## src/rtl/tile_scheduler.sv

```systemverilog
// Tile scheduler: walks the tile map row by row and hands each tile to the drawer.
// Optional build macro TILE_SKIP_EN: tiles with index 0 are skipped instead of drawn.
module tile_scheduler #(
    parameter int MAP_W       = 20,
    parameter int MAP_H       = 15,
    parameter int TILE_BYTES  = 192,
    parameter int ACK_TIMEOUT = 16
) (
    input  logic        clk,
    input  logic        reset,
    input  logic        start,
    input  logic        abort,
    output logic [8:0]  map_addr,
    output logic        map_rd,
    input  logic [3:0]  map_data,
    output logic        draw,
    output logic [11:0] tile_address,
    output logic [7:0]  x_pos,
    output logic [7:0]  y_pos,
    input  logic        drawer_active,
    output logic        busy,
    output logic        done,
    output logic        error,
    output logic [8:0]  tiles_drawn
);

    localparam int COL_W = (MAP_W > 1) ? $clog2(MAP_W) : 1;
    localparam int ROW_W = (MAP_H > 1) ? $clog2(MAP_H) : 1;
    localparam int CNT_W = $clog2(ACK_TIMEOUT + 1);

    typedef enum logic [2:0] {
        IDLE, FETCH, WAIT_MAP, ISSUE, WAIT_ACK, WAIT_DONE, ADVANCE, DONE
    } state_t;

    state_t            state_q;
    logic [COL_W-1:0]  col_q;
    logic [ROW_W-1:0]  row_q;
    logic [8:0]        map_addr_q;
    logic [11:0]       tile_addr_q;
    logic [7:0]        x_pos_q;
    logic [7:0]        y_pos_q;
    logic [8:0]        tiles_q;
    logic [CNT_W-1:0]  ack_cnt_q;
    logic              map_rd_q;
    logic              draw_q;
    logic              busy_q;
    logic              done_q;
    logic              error_q;
    logic              abort_pend_q;

    logic [11:0]       tile_addr_d;
    logic [7:0]        x_pos_d;
    logic [7:0]        y_pos_d;
    logic [CNT_W-1:0]  ack_cnt_d;
    logic              ack_timeout;
    logic              col_last;
    logic              row_last;
    logic              skip_tile;

    // map_data is consumed directly in WAIT_MAP, so the tile index needs no register of its own.
    assign tile_addr_d = 12'(map_data * TILE_BYTES);
    assign x_pos_d     = 8'({col_q, 3'b000});
    assign y_pos_d     = 8'({row_q, 3'b000});
    assign ack_cnt_d   = ack_cnt_q + CNT_W'(1);
    assign ack_timeout = (ack_cnt_d == CNT_W'(ACK_TIMEOUT));
    assign col_last    = (col_q == COL_W'(MAP_W - 1));
    assign row_last    = (row_q == ROW_W'(MAP_H - 1));

`ifdef TILE_SKIP_EN
    assign skip_tile = (map_data == 4'd0);
`else
    assign skip_tile = 1'b0;
`endif

    // NOTE: every register here uses <= so all updates see the pre-edge values of their peers.
    always_ff @(posedge clk) begin
        if (reset) begin
            state_q      <= IDLE;
            col_q        <= '0;
            row_q        <= '0;
            map_addr_q   <= '0;
            tile_addr_q  <= '0;
            x_pos_q      <= '0;
            y_pos_q      <= '0;
            tiles_q      <= '0;
            ack_cnt_q    <= '0;
            map_rd_q     <= 1'b0;
            draw_q       <= 1'b0;
            busy_q       <= 1'b0;
            done_q       <= 1'b0;
            error_q      <= 1'b0;
            abort_pend_q <= 1'b0;
        end else begin
            map_rd_q <= 1'b0;
            draw_q   <= 1'b0;
            done_q   <= 1'b0;
            case (state_q)
                IDLE: begin
                    if (start) begin
                        col_q        <= '0;
                        row_q        <= '0;
                        map_addr_q   <= '0;
                        tiles_q      <= '0;
                        error_q      <= 1'b0;
                        abort_pend_q <= 1'b0;
                        busy_q       <= 1'b1;
                        map_rd_q     <= 1'b1;
                        state_q      <= FETCH;
                    end
                end
                FETCH: begin
                    if (abort) begin
                        done_q  <= 1'b1;
                        state_q <= DONE;
                    end else begin
                        state_q <= WAIT_MAP;
                    end
                end
                WAIT_MAP: begin
                    if (abort) begin
                        done_q  <= 1'b1;
                        state_q <= DONE;
                    end else begin
                        tile_addr_q <= tile_addr_d;
                        x_pos_q     <= x_pos_d;
                        y_pos_q     <= y_pos_d;
                        if (skip_tile) begin
                            state_q <= ADVANCE;
                        end else begin
                            draw_q  <= 1'b1;
                            state_q <= ISSUE;
                        end
                    end
                end
                ISSUE: begin
                    // The draw pulse is already on the wire this cycle, so it is counted even on abort.
                    tiles_q   <= tiles_q + 9'd1;
                    ack_cnt_q <= '0;
                    if (abort) begin
                        done_q  <= 1'b1;
                        state_q <= DONE;
                    end else begin
                        state_q <= WAIT_ACK;
                    end
                end
                WAIT_ACK: begin
                    if (abort) begin
                        done_q  <= 1'b1;
                        state_q <= DONE;
                    end else if (drawer_active) begin
                        state_q <= WAIT_DONE;
                    end else begin
                        ack_cnt_q <= ack_cnt_d;
                        if (ack_timeout) begin
                            error_q <= 1'b1;
                            state_q <= ADVANCE;
                        end
                    end
                end
                WAIT_DONE: begin
                    // The drawer owns the bus; an abort here waits for it to release first.
                    if (!drawer_active) begin
                        if (abort || abort_pend_q) begin
                            done_q  <= 1'b1;
                            state_q <= DONE;
                        end else begin
                            state_q <= ADVANCE;
                        end
                    end else if (abort) begin
                        abort_pend_q <= 1'b1;
                    end
                end
                ADVANCE: begin
                    if (abort || (col_last && row_last)) begin
                        done_q  <= 1'b1;
                        state_q <= DONE;
                    end else begin
                        map_addr_q <= map_addr_q + 9'd1;
                        map_rd_q   <= 1'b1;
                        state_q    <= FETCH;
                        if (col_last) begin
                            col_q <= '0;
                            row_q <= row_q + ROW_W'(1);
                        end else begin
                            col_q <= col_q + COL_W'(1);
                        end
                    end
                end
                DONE: begin
                    busy_q  <= 1'b0;
                    state_q <= IDLE;
                end
                default: begin
                    busy_q  <= 1'b0;
                    state_q <= IDLE;
                end
            endcase
        end
    end

    assign map_addr     = map_addr_q;
    assign map_rd       = map_rd_q;
    assign draw         = draw_q;
    assign tile_address = tile_addr_q;
    assign x_pos        = x_pos_q;
    assign y_pos        = y_pos_q;
    assign busy         = busy_q;
    assign done         = done_q;
    assign error        = error_q;
    assign tiles_drawn  = tiles_q;

endmodule

```

## config.mk

```make
export PLATFORM = sky130hd
export DESIGN_NAME = tile_scheduler
export DESIGN_NICKNAME = d
export VERILOG_FILES = /design/src/rtl/tile_scheduler.sv
export SDC_FILE = /design/constraint.sdc
export NUM_CORES = 1
export LEC_CHECK = 0
export CORE_UTILIZATION = 30
export CTS_CLUSTER_DIAMETER = 150
export CTS_CLUSTER_SIZE = 40
export DETAILED_ROUTE_END_ITERATION = 8
export SLEW_MARGIN = 15
export SYNTH_ARGS = -nofsm -noshare
export SYNTH_HDL_FRONTEND = slang
export SYNTH_SLANG_ARGS = --single-unit
```

## constraint.sdc

```tcl
create_clock -name clk -period 2.1 [get_ports clk]
set_clock_uncertainty 0.15 [all_clocks]
set_input_delay 0.42 -clock clk [delete_from_list [all_inputs] [get_ports clk]]
set_output_delay 0.42 -clock clk [all_outputs]
set_load 0.01 [all_outputs]
```

Word level (Yosys, flattened, before mapping)
Index checks and enable logic that the tools add are counted.
{"block": "word_totals", "register_bits": 56, "elab_cells": 109}
{"block": "op_classes", "add_sub_neg": 5, "mul": 1, "eq_ne": 20, "n_mux": 45, "n_bitwise": 2, "n_reduce_logical": 21}
{"operator": "$pmux 9 s2", "n": 2}
{"operator": "$mux 5", "n": 5}
{"operator": "$mux 3", "n": 8}
{"operator": "$pmux 3 s8", "n": 1}
{"operator": "$pmux 5 s2", "n": 2}
{"operator": "$add 9x1->9 const B", "n": 2}
{"operator": "$mux 9", "n": 2}
{"operator": "$ne 2x2->1 const B", "n": 9}
{"operator": "$mux 1", "n": 15}
{"operator": "$eq 3x3->1 const B", "n": 4}
{"operator": "$mux 4", "n": 3}
{"operator": "$reduce_bool 2->1", "n": 6}
{"operator": "$add 5x1->5 const B", "n": 2}
{"operator": "$eq 5x5->1 const B", "n": 2}
{"operator": "$reduce_and 3->1", "n": 3}
{"operator": "$pmux 1 s2", "n": 4}
{"operator": "$pmux 4 s2", "n": 1}
{"operator": "$reduce_and 4->1", "n": 2}
{"operator": "$eq 3x2->1 const B", "n": 2}
{"operator": "$mul 4x2->6 const B", "n": 1}
{"operator": "$reduce_and 2->1", "n": 3}
{"operator": "$reduce_and 5->1", "n": 1}
{"operator": "$add 4x1->4 const B", "n": 1}
{"operator": "$eq 4x4->1 const B", "n": 1}
{"operator": "10 further kinds", "n": 12}

Longest topological paths before layout
{"block": "depth", "ltp_word": 6, "depth_mapped": 7}

Least setup slack after synthesis
No wires, ideal clock.
{"block": "synth_timing", "path_kind": "input-to-reg", "from": "input abort", "to": "register map_addr_q[8], in the netlist map_addr[8]", "t_arrival_ns": 1.556, "required_time_ns": 1.880, "setup_slack_ns": 0.324, "cell_stages": 6, "cell_sequence": "buf_6 and4bb_2 o21a_4 nor2_2 or3_1 a21oi_1"}
{"block": "synth_between", "elab_chain_len": 3}
{"item": "from (decl)", "line_no": "12", "rtl": "input logic abort,"}
{"item": "$logic_or 1x1->1", "line_no": "174", "rtl": "if (abort || (col_last && row_last)) begin"}
{"item": "$ne 2x2->1 (no line)"}
{"item": "$reduce_and 3->1 (no line)"}
{"item": "to (signal assigned)", "line_no": "178", "rtl": "map_addr_q <= map_addr_q + 9'd1;"}
{"item": "to (decl)", "line_no": "38", "rtl": "logic [8:0] map_addr_q;"}
Every way passes these cells.
A chain may end at the register's enable or synchronous reset.

Final worst setup path
{"block": "layout_timing", "from": "register map_addr_q[0], in the netlist map_addr[0]", "to": "output map_addr[0]"}
{"item": "to (decl)", "line_no": "13", "rtl": "output logic [8:0] map_addr,"}
No word-level cell between the ends.

==> results.txt <==
Status: finished clean
Vias: 2481
Hold wc startpoint: tile_address[10]$_SDFFE_PP0P_
Vias per std cell: 4.88
Area after DPL: 3460 µm²
Post-CTS Resized: 0
Crit Reg-Reg Endpoint: col_q[2]$_SDFFE_PP0P_
Clock slew at reported path FFs: 0.11 ns
Post-synthesis sequential area ratio: 0.402
Max Freq: 520 MHz
Crit path setup slack, layout: 0.177 ns
Area of the die: 9690 µm²
DR pass1 iterations: 8
RSZ-0062 raised after global routing: false
Initial antenna violation count: 0
Final Setup Violations: 0
P_leak: 1.31 nW
CP Capture Type: output port
Area grow syn2layout: 28.1%
Post-Syn Area: 2790 µm²
Ports: 60
Postcts setup bufs: 0
Port Buffers: 46
Antenna Nets Post-Route: 0
Worst Setup SP: map_addr[0]$_SDFFE_PP0P_
Cells along the critical path: clkdlybuf4s50_1
Vias in the first global route: 2181
Core area: 8850 µm²
Endpoint, Worst Hold: tile_address[10]$_SDFFE_PP0P_
FF+latch count, synth: 56
Die Y: 98.4 µm
Synth warn: 0
Top-area cell type share of the netlist area: 0.402
GRT Resource Usage Total: 0.130
Critical Path Source Type: register
EDFF count, synth: 0
Initial core utilization: 0.315
Final min period: 1.92 ns
CTS tree: built
Post-synthesis cell count: 335
Worst path top cell family by delay: buffers and inverters
Later-pin clock latency in the skew report: 0.31 ns
CP Max Fanout: 6
N_diodes: 0
GRT overflow: 0
CTS sink count: 56
Clock Tree Root: clkbuf_8
Slowest cell delay on critical path: 0.58 ns
CTS buffer count: 5
Hold depth: 2
Dpl ws: -0.103 ns
Asr flop ratio synth: 0
Max-cap viol count: 0
DRC: 0
Critical path arrival: 1.35 ns
Final instance area: 3570 µm²
Fraction of layout cells with a size suffix above 1: 0.113
Critical path type: reg -> out
# hold bufs at CTS: 0
Avg WL per Cell: 12.4 µm
Reg2reg setup slack: 0.21 ns
Tcrit/Tclk final: 0.916
Deepest clock path buffer count: 2
Largest net degree at the start of global routing: 23
Placement Rows: 34
Pwr/cell area: 657 nW/µm²
Worst path slowest cell: clkdlybuf4s50_1
First-pass GRT wire length: 10400 µm
GP Congestion: 0.821
Post-DP HPWL: 4790 µm
HP Class: reg -> reg
Reg2Reg Depth: 6
Nets: 421
Iteration-0 DRC Markers: 118
Worst r2r src: col_q[0]$_SDFFE_PP0P_
Placed cells: 500
Yosys cell types: 51
H-tree Lvls: 2
Critical Path RT: 1.53 ns
Final hold violations: 0
Max Slew Vio Count: 0
Area contributors post-synth: dfxtp_1 (40%), a21oi_1 (7.5%), nand2_1 (6.3%), ha_1 (5.4%), nor2_1 (5.4%)
Syn Area/Cell: 8.33 µm²
Non-filler cells, final: 508
Largest area contributor in the netlist: dfxtp_1
VDD IR max: 0.350 mV
Drt total wl: 6270 µm
Buf+Inv Stages, Crit Path: 1
Die width: 98.4 µm
Ys flop type: dfxtp_1
## metal layers
metal  track usage  vias up  share of wire
met3        0.0241        7          0.037
met4        0.0379        0          0.015
li1              -     1264              -
met5             0        -              0
met2         0.208       56           0.44
met1         0.179     1154           0.50
## cells by family (layout without fill, tap and decap cells)
family / after synthesis / after routing / synth area share
and+or+nand+nor: 136 / 136 / 0.241
AOI/OAI and AO/OA: 77 / 77 / 0.164
DFF: 56 / 56 / 0.402
buffers and inverters: 35 / 88 / 0.0749
adders and majority gates: 13 / 13 / 0.0610
xor gates and xnor gates: 13 / 13 / 0.0408
muxes: 4 / 4 / 0.0152
other: 1 / 13 / 0.00134
## per-stage QoR
step	setup TNS (ns)	utilization	total power, W	hold slack, ns
floorplan	0	-	0.00146	0.287
global placement	-0.204	0.391	0.00165	0.297
detailed placement	-0.686	0.391	0.00166	0.303
CTS	0	0.404	0.00237	0.317
global route	0	0.404	0.00246	0.339
finish	0	0.404	0.00235	0.310
## cell type report
class / instances / area, µm²
clock buffers: 5 / 68.8
clock inverters: 3 / 42.5
fillers: 927 / 5270
inverters: 7 / 26.3
multi-input cells: 256 / 1510
flip-flops and latches: 56 / 1120
well taps: 108 / 135
repair buffers: 73 / 676
## registers in the layout (all words and copies together), names as in the netlist, 3 cells and up
name,cells
x_pos,5
map_addr,9
col_q,5
ack_cnt_q,5
state_q,3
tiles_drawn,9
y_pos,4
row_q,4
tile_address,6
## worst max-delay path by stage
| stage | end | slack [ns] | depth (start not counted) |
|---|---|---|---|
| final | map_addr[0] | 0.18 | 1 |
| after global routing | row_q[3]$_SDFFE_PP0P_ | 0.09 | 6 |
| after CTS | map_addr[0] | 0.16 | 1 |
| after detailed placement | map_addr[8]$_SDFFE_PP0P_ | -0.10 | 6 |
| after global placement | map_addr[8]$_SDFFE_PP0P_ | -0.06 | 6 |
| after floorplan | map_addr[8]$_SDFFE_PP0P_ | 0.32 | 6 |
## worst min-delay path: cells and delay by family (launching register included)
| kind | cells | cell delay, ns |
|---|---|---|
| compound gates | 1 | 0.05 |
| flops | 1 | 0.32 |
| simple gates | 1 | 0.05 |
## power by group
part           switching [W]  internal [W]  total, W
clock network       0.000362      0.000354  0.000716
logic               0.000267      0.000214  0.000481
registers          0.0000485       0.00110   0.00115
## cells in the final DEF, fill, tap and decap left out, types with 5 or more instances in the layout
cell and instances:
nor2_1 40, nand3b_1 5, and3_1 5, buf_4 26, a211oi_1 6, xnor2_1 6, dfxtp_1 56, ha_1 12
a21oi_1 42, conb_1 13, nand2_1 47, clkbuf_8 5, o21ai_0 12, nand3_1 14, clkdlybuf4s50_1 46, xor2_1 7
inv_1 6
## cells in the mapped netlist (6+ instances only)
cell	number
clkbuf_1	6
a21oi_1	42
dfxtp_1	56
xor2_1	7
inv_1	6
ha_1	12
nand2_1	47
nor2_1	40
nand3_1	14
a211oi_1	6
buf_4	15
xnor2_1	6
o21ai_0	12
(Power assumes the default switching activity.)
